==> src/rtl/nv_fifo_rwst_256x8_ctl_pkg.sv <==
// Shared constants, read-side state encoding and count helper for the
// rwst-RAM backed byte FIFO controller.
package nv_fifo_rwst_256x8_ctl_pkg;

    localparam int NV_FIFO_RWST_DEPTH = 256;
    localparam int NV_FIFO_RWST_AW    = 8;
    localparam int NV_FIFO_RWST_DW    = 8;
    localparam int NV_FIFO_RWST_CW    = 9;

    typedef enum logic {
        RD_EMPTY   = 1'b0,
        RD_PRESENT = 1'b1
    } rd_state_e;

    // Occupancy update: a write and a pop in the same cycle cancel out.
    function automatic logic [NV_FIFO_RWST_CW-1:0] cnt_next(
        input logic [NV_FIFO_RWST_CW-1:0] cnt,
        input logic                       inc,
        input logic                       dec
    );
        logic [NV_FIFO_RWST_CW-1:0] res;
        case ({inc, dec})
            2'b10:   res = cnt + NV_FIFO_RWST_CW'(1);
            2'b01:   res = cnt - NV_FIFO_RWST_CW'(1);
            default: res = cnt;
        endcase
        return res;
    endfunction

endpackage

==> src/rtl/nv_ram_rwst_256x8.sv <==
// 256x8 RAM: synchronous write, read address latched on re, dout follows
// the latched address so it holds while re is low.
module nv_ram_rwst_256x8
    import nv_fifo_rwst_256x8_ctl_pkg::*;
(
    input  logic                       clk,
    input  logic [NV_FIFO_RWST_AW-1:0] ra,
    input  logic                       re,
    output logic [NV_FIFO_RWST_DW-1:0] dout,
    input  logic [NV_FIFO_RWST_AW-1:0] wa,
    input  logic                       we,
    input  logic [NV_FIFO_RWST_DW-1:0] di,
    input  logic [31:0]                pwrbus_ram_pd
);

    logic [NV_FIFO_RWST_DW-1:0] mem [NV_FIFO_RWST_DEPTH];
    logic [NV_FIFO_RWST_AW-1:0] ra_q;
    logic                       unused_pwrbus;

    // Power-control bus has no function in this behavioural array.
    assign unused_pwrbus = ^pwrbus_ram_pd;

    always_ff @(posedge clk) begin
        if (we) begin
            mem[wa] <= di;
        end
        if (re) begin
            ra_q <= ra;
        end
    end

    assign dout = mem[ra_q];

endmodule

==> src/rtl/nv_fifo_rwst_256x8_ctl.sv <==
// Valid/ready FIFO controller presenting one nv_ram_rwst_256x8 as a
// 256-entry byte FIFO; the presented entry remains counted until popped.
module nv_fifo_rwst_256x8_ctl
    import nv_fifo_rwst_256x8_ctl_pkg::*;
#(
    parameter int AFULL_LVL = 240
) (
    input  logic                       nvdla_core_clk,
    input  logic                       nvdla_core_rstn,
    input  logic                       wr_pvld,
    output logic                       wr_prdy,
    input  logic [NV_FIFO_RWST_DW-1:0] wr_pd,
    output logic                       wr_afull,
    output logic                       rd_pvld,
    input  logic                       rd_prdy,
    output logic [NV_FIFO_RWST_DW-1:0] rd_pd,
    output logic [NV_FIFO_RWST_CW-1:0] fifo_count,
    input  logic [31:0]                pwrbus_ram_pd
);

    logic [NV_FIFO_RWST_AW-1:0] wr_ptr_q, wr_ptr_d;
    logic [NV_FIFO_RWST_AW-1:0] rd_ptr_q, rd_ptr_d;
    logic [NV_FIFO_RWST_CW-1:0] cnt_q, cnt_d;
    rd_state_e                  rd_state_q, rd_state_d;

    logic rd_pvld_int;
    logic wr_acc;
    logic pop;
    logic ram_avail;
    logic rd_issue;

    assign wr_prdy    = nvdla_core_rstn & (cnt_q != NV_FIFO_RWST_CW'(NV_FIFO_RWST_DEPTH));
    assign wr_afull   = nvdla_core_rstn & (cnt_q >= NV_FIFO_RWST_CW'(AFULL_LVL));
    assign fifo_count = nvdla_core_rstn ? cnt_q : '0;
    assign rd_pvld    = rd_pvld_int;

    always_comb begin
        rd_pvld_int = (rd_state_q == RD_PRESENT);
        wr_acc      = wr_pvld & wr_prdy;
        pop         = rd_pvld_int & rd_prdy;
        // Entries still in the RAM that have not yet been issued for read.
        ram_avail   = (cnt_q - {{(NV_FIFO_RWST_CW-1){1'b0}}, rd_pvld_int}) != '0;
        rd_issue    = nvdla_core_rstn & ram_avail & (~rd_pvld_int | pop);

        wr_ptr_d   = wr_acc   ? wr_ptr_q + NV_FIFO_RWST_AW'(1) : wr_ptr_q;
        rd_ptr_d   = rd_issue ? rd_ptr_q + NV_FIFO_RWST_AW'(1) : rd_ptr_q;
        cnt_d      = cnt_next(cnt_q, wr_acc, pop);

        rd_state_d = rd_state_q;
        case (rd_state_q)
            RD_EMPTY:   if (rd_issue)        rd_state_d = RD_PRESENT;
            RD_PRESENT: if (pop & ~rd_issue) rd_state_d = RD_EMPTY;
            default:                         rd_state_d = RD_EMPTY;
        endcase
    end

    always_ff @(posedge nvdla_core_clk) begin
        if (!nvdla_core_rstn) begin
            wr_ptr_q   <= '0;
            rd_ptr_q   <= '0;
            cnt_q      <= '0;
            rd_state_q <= RD_EMPTY;
        end else begin
            wr_ptr_q   <= wr_ptr_d;
            rd_ptr_q   <= rd_ptr_d;
            cnt_q      <= cnt_d;
            rd_state_q <= rd_state_d;
        end
    end

    nv_ram_rwst_256x8 u_ram (
        .clk           (nvdla_core_clk),
        .ra            (rd_ptr_q),
        .re            (rd_issue),
        .dout          (rd_pd),
        .wa            (wr_ptr_q),
        .we            (wr_acc),
        .di            (wr_pd),
        .pwrbus_ram_pd (pwrbus_ram_pd)
    );

endmodule

==> config.mk <==
export PLATFORM = sky130hd
export DESIGN_NAME = nv_fifo_rwst_256x8_ctl
export DESIGN_NICKNAME = d
export VERILOG_FILES = /design/src/rtl/nv_fifo_rwst_256x8_ctl_pkg.sv /design/src/rtl/nv_ram_rwst_256x8.sv /design/src/rtl/nv_fifo_rwst_256x8_ctl.sv
export SDC_FILE = /design/constraint.sdc
export NUM_CORES = 2
export LEC_CHECK = 0
export CAP_MARGIN = 0
export CORE_MARGIN = 2
export CORE_UTILIZATION = 49
export CTS_BUF_LIST = sky130_fd_sc_hd__clkbuf_8
export CTS_CLUSTER_DIAMETER = 150
export DETAILED_ROUTE_END_ITERATION = 10
export PLACE_DENSITY = 0.67
export SYNTH_ARGS = -nofsm -noshare
export SYNTH_HDL_FRONTEND = slang
export SYNTH_HIERARCHICAL = 1
export SYNTH_SLANG_ARGS = --single-unit
export TNS_END_PERCENT = 30
==> constraint.sdc <==
create_clock -name nvdla_core_clk -period 3.71 [get_ports nvdla_core_clk]
set_input_delay 1.113 -clock nvdla_core_clk [delete_from_list [all_inputs] [get_ports nvdla_core_clk]]
set_output_delay 1.113 -clock nvdla_core_clk [all_outputs]
set_load 0.005 [all_outputs]
==> flow_summary.yaml <==
die:
  die_h_um: 412
  die_area_sq_um: 170000
  fp-row-count: 149
  die_w_um: 412
  start_util_pct: 49.4
  ioPinCount: 64
  core_sq_um: 165000
clocking:
  htreeDepth: 5
  numClockSinks: 2090
  cts_root_buf: "clkbuf_8"
  clock_latency_ns: 1.05
  tritoncts: "done"
  clk_pin_slew_ns: 0.06
  clockBufferDepth: 4
  numCtsBuffers: 341
timing:
  layout_setup_ws_ns: -1.27
  rsz0062_at_grt: "yes"
  maxSlewViolCount: 0
  fin_crit_ns: 4.98
  worst_pin_slew_ns: 1.01
  timing.fmax_ghz: 0.201
  clock_skew_ns: 0.0713
  maxSlewHeadroom_pct: 32.4
  hold_violations: 0
  layout_worst_path_cycle_share_pct: 134
  setup_viol: 8
place:
  hpwlAfterDp_um: 127000
  placed_cells: 6643
  preCtsSetupSlack_ns: -1.42
  place_congestion: 0.886
  port_buffers: 31
routing:
  drt_iter0_markers: 4881
  num_vias: 43200
  postRouteAntennaNets: 0
  detail_route.wl_per_cell_um: 27.6
  routed_wl_um: 202000
  drc: 0
  via_per_inst: 5.91
  firstDrtPassIters: 5
logic_synthesis:
  ys.flop_type: "edfxtp_1"
  synth_top_area_share_pct: 75.8
  synth_largest_area_cell: "edfxtp_1"
  avgSynthCellArea_sq_um: 20.8
  syn_inst: 3915
  yosysWarnings: 6
  ys_types: 65
  synth_seq_cells: 2090
  synth-edff-count: 2056
  synth_area_sq_um: 81500
  seq_area_frac_synth_pct: 76.6
  syn-num-nets: 3971
  netlist_top_cells_area: "edfxtp_1, mux4_2, mux2i_1, nor2_1, a22oi_1"
  async_reset_ff_share_pct: 0
pwr:
  p_leak_nw: 32.4
  seqPwrFrac_pct: 39.2
  p_switching_mw: 20.4
  power_density_nw_per_um2: 682
  clkPwrFrac_pct: 26.4
  irDropWorstVdd_mv: 0.484
  internal_power_mw: 46.5
  combPwrFrac_pct: 34.3
  p_sw_share_pct: 30.5
worst_setup_path:
  crit_path_top_delay_cell: "mux4_2"
  crit_fanout: 7
  critPathTopFamily: "compound AO/OA/AOI/OAI gates"
  slowest_delay_ns: 0.50
  critPathBufInv: 5
  required_ns: 2.60
  critPathLaunchType: "register"
  end_kind: "primary output"
  crit_arrival_ns: 3.87
  worstPathCellList: "buf_12, buf_16, buf_16, mux4_2, a22oi_2, nand2_2, a2111oi_4, buf_4, o2bb2ai_4, a211oi_4, buf_2"
  path_common_cell: "buf_16"
  crit_type: "reg -> out"
layout:
  final_cells: 7319
  drive_gt1_share_pct: 37.9
  n_fill_cell: 11700
  nets: 4943
  syn2layout_area_growth_pct: 20.5
global_route:
  grt_max_degree: 103
  overflow: 0
  grt_pass1_wl_um: 293000
  grt_usage_pct: 24.0
  antenna_found_initial: 7
  grt_pass1_vias: 44000
hold_path:
  hp-class: "reg -> reg"
flow_run:
  maxCapViolCount: 0
status:
  status: "finished, violations left"
  violations: "negative setup slack"
## cells in the mapped netlist, drive strengths merged, types with 21 or more instances
library cell,count
a21oi,98
a22o,27
a22oi,143
buf,126
clkbuf,115
dfxtp,34
edfxtp,2056
mux2,21
mux2i,117
mux4,463
nand2,59
nand3,34
nor2,304
nor3,23
o21ai,44
o221ai,33
## cell families (layout without fill, tap and decap cells)
family / after synthesis / count (layout) / synth area share (%)
simple gates: 515 / 515 / 2.80
compound gates: 431 / 431 / 3.74
buf+inv: 252 / 1465 / 1.90
flops: 2090 / 2090 / 76.6
other cells: 0 / 2 / 0
xor+xnor: 14 / 14 / 0.151
fa+ha+maj: 12 / 12 / 0.194
mux: 601 / 601 / 14.6
## per-stage QoR
step	power [mW]	setup TNS, ns	hold slack [ns]	area [sq um]	util [%]
finish	67.0	-9.59	0.460	98200	59.5
global route	69.3	-10.41	0.467	98200	59.5
CTS	67.0	-10.41	0.414	97900	59.3
detailed placement	46.4	-9.28	0.458	89800	54.4
global placement	46.3	-9.22	0.455	89800	54.4
floorplan	37.5	0	0.434	81500	-
## state kept, by name (all words and copies together), names as in the netlist, named ones only
signal	flops
cnt_q	9
rd_ptr_q	8
rd_pvld	1
u_ram/mem	2048
u_ram/ra_q	8
wr_ptr_q	8
## final timing paths
kind | start | to | slack (ns) | cells past startpoint
min | u_ram/ra_q[2] | register | 0.46 | 1
min reg2reg | u_ram/ra_q[2] | register | 0.46 | 1
max | register | rd_pd[6] | -1.27 | 11
max reg2reg | cnt_q[1] | cnt_q[7] | 0.86 | 10
## power by group through the flow
stage | clock network, mW | registers [mW] | logic [mW]
6_report | 17.7 | 26.3 | 23.0
5_1_grt | 19.1 | 26.3 | 24.0
4_1_cts | 18.1 | 26.3 | 22.6
3_5_place_dp | 0 | 26.8 | 19.6
3_3_place_gp | 0 | 26.8 | 19.5
2_1_floorplan | 0 | 26.6 | 10.9
## final cells by class
cell class	count	area, sq um	area share (%)
inverters	11	41.3	0.0421
well taps	2189	2740	2.79
diodes	2	5.00	0.00510
clock inverters	229	1010	1.03
flip-flops and latches	2090	62400	63.6
clock buffers	355	4890	4.98
repair buffers	870	8350	8.50
multi-input cells	1573	18700	19.1
## worst reg2reg max path, stage by stage (launching register included)
cell and delay (ns):
dfxtp_1 0.39, nor4_1 0.44, a31oi_2 0.17, inv_1 0.08
ha_1 0.26, ha_1 0.28, a211oi_1 0.34, o21ai_0 0.19
a221oi_1 0.31, xor2_1 0.11, o31ai_1 0.20
## routing by layer
metal | wire [um] | global-route usage [%] | vias up
met1 | 78900 | 32.9 | 22500
met3 | 18500 | 5.46 | 339
met4 | 6430 | 8.32 | 2
met5 | 13 | 0 | -
met2 | 97900 | 38.1 | 2031
li1 | - | - | 18300
## layout by cell type, fill, tap and decap left out, types with 9 or more instances in the layout
cell type,Yosys,routed
a21oi_1,98,65
a21oi_2,0,28
a221oi_2,0,10
a22o_1,27,24
a22oi_1,143,80
a22oi_2,0,63
buf_12,13,105
buf_16,0,12
buf_4,28,690
buf_6,19,25
buf_8,8,12
clkbuf_8,0,357
clkdlybuf4s50_1,0,14
clkinv_1,0,89
clkinv_2,0,36
dfxtp_1,34,29
edfxtp_1,2056,2056
ha_1,11,11
inv_1,11,104
mux2_2,21,17
mux2i_1,117,112
mux4_1,12,9
mux4_2,451,454
nand2_1,58,53
nand3_1,34,33
nand4_1,20,20
nor2_1,304,301
nor2b_1,18,14
nor3_1,23,10
o21ai_0,44,29
o21ai_1,0,9
o221ai_1,31,22
o221ai_2,2,11
o22ai_1,13,10
## repair_timing
item / CTS / global route
setup endpoints to repair: 8 / 10
hold buffers: 0 / 0
pin swaps: 64 / 35
resized for setup: 318 / 51
cloned: 8 / 1
setup buffers: 77 / 18
(Power assumes the default switching activity.)
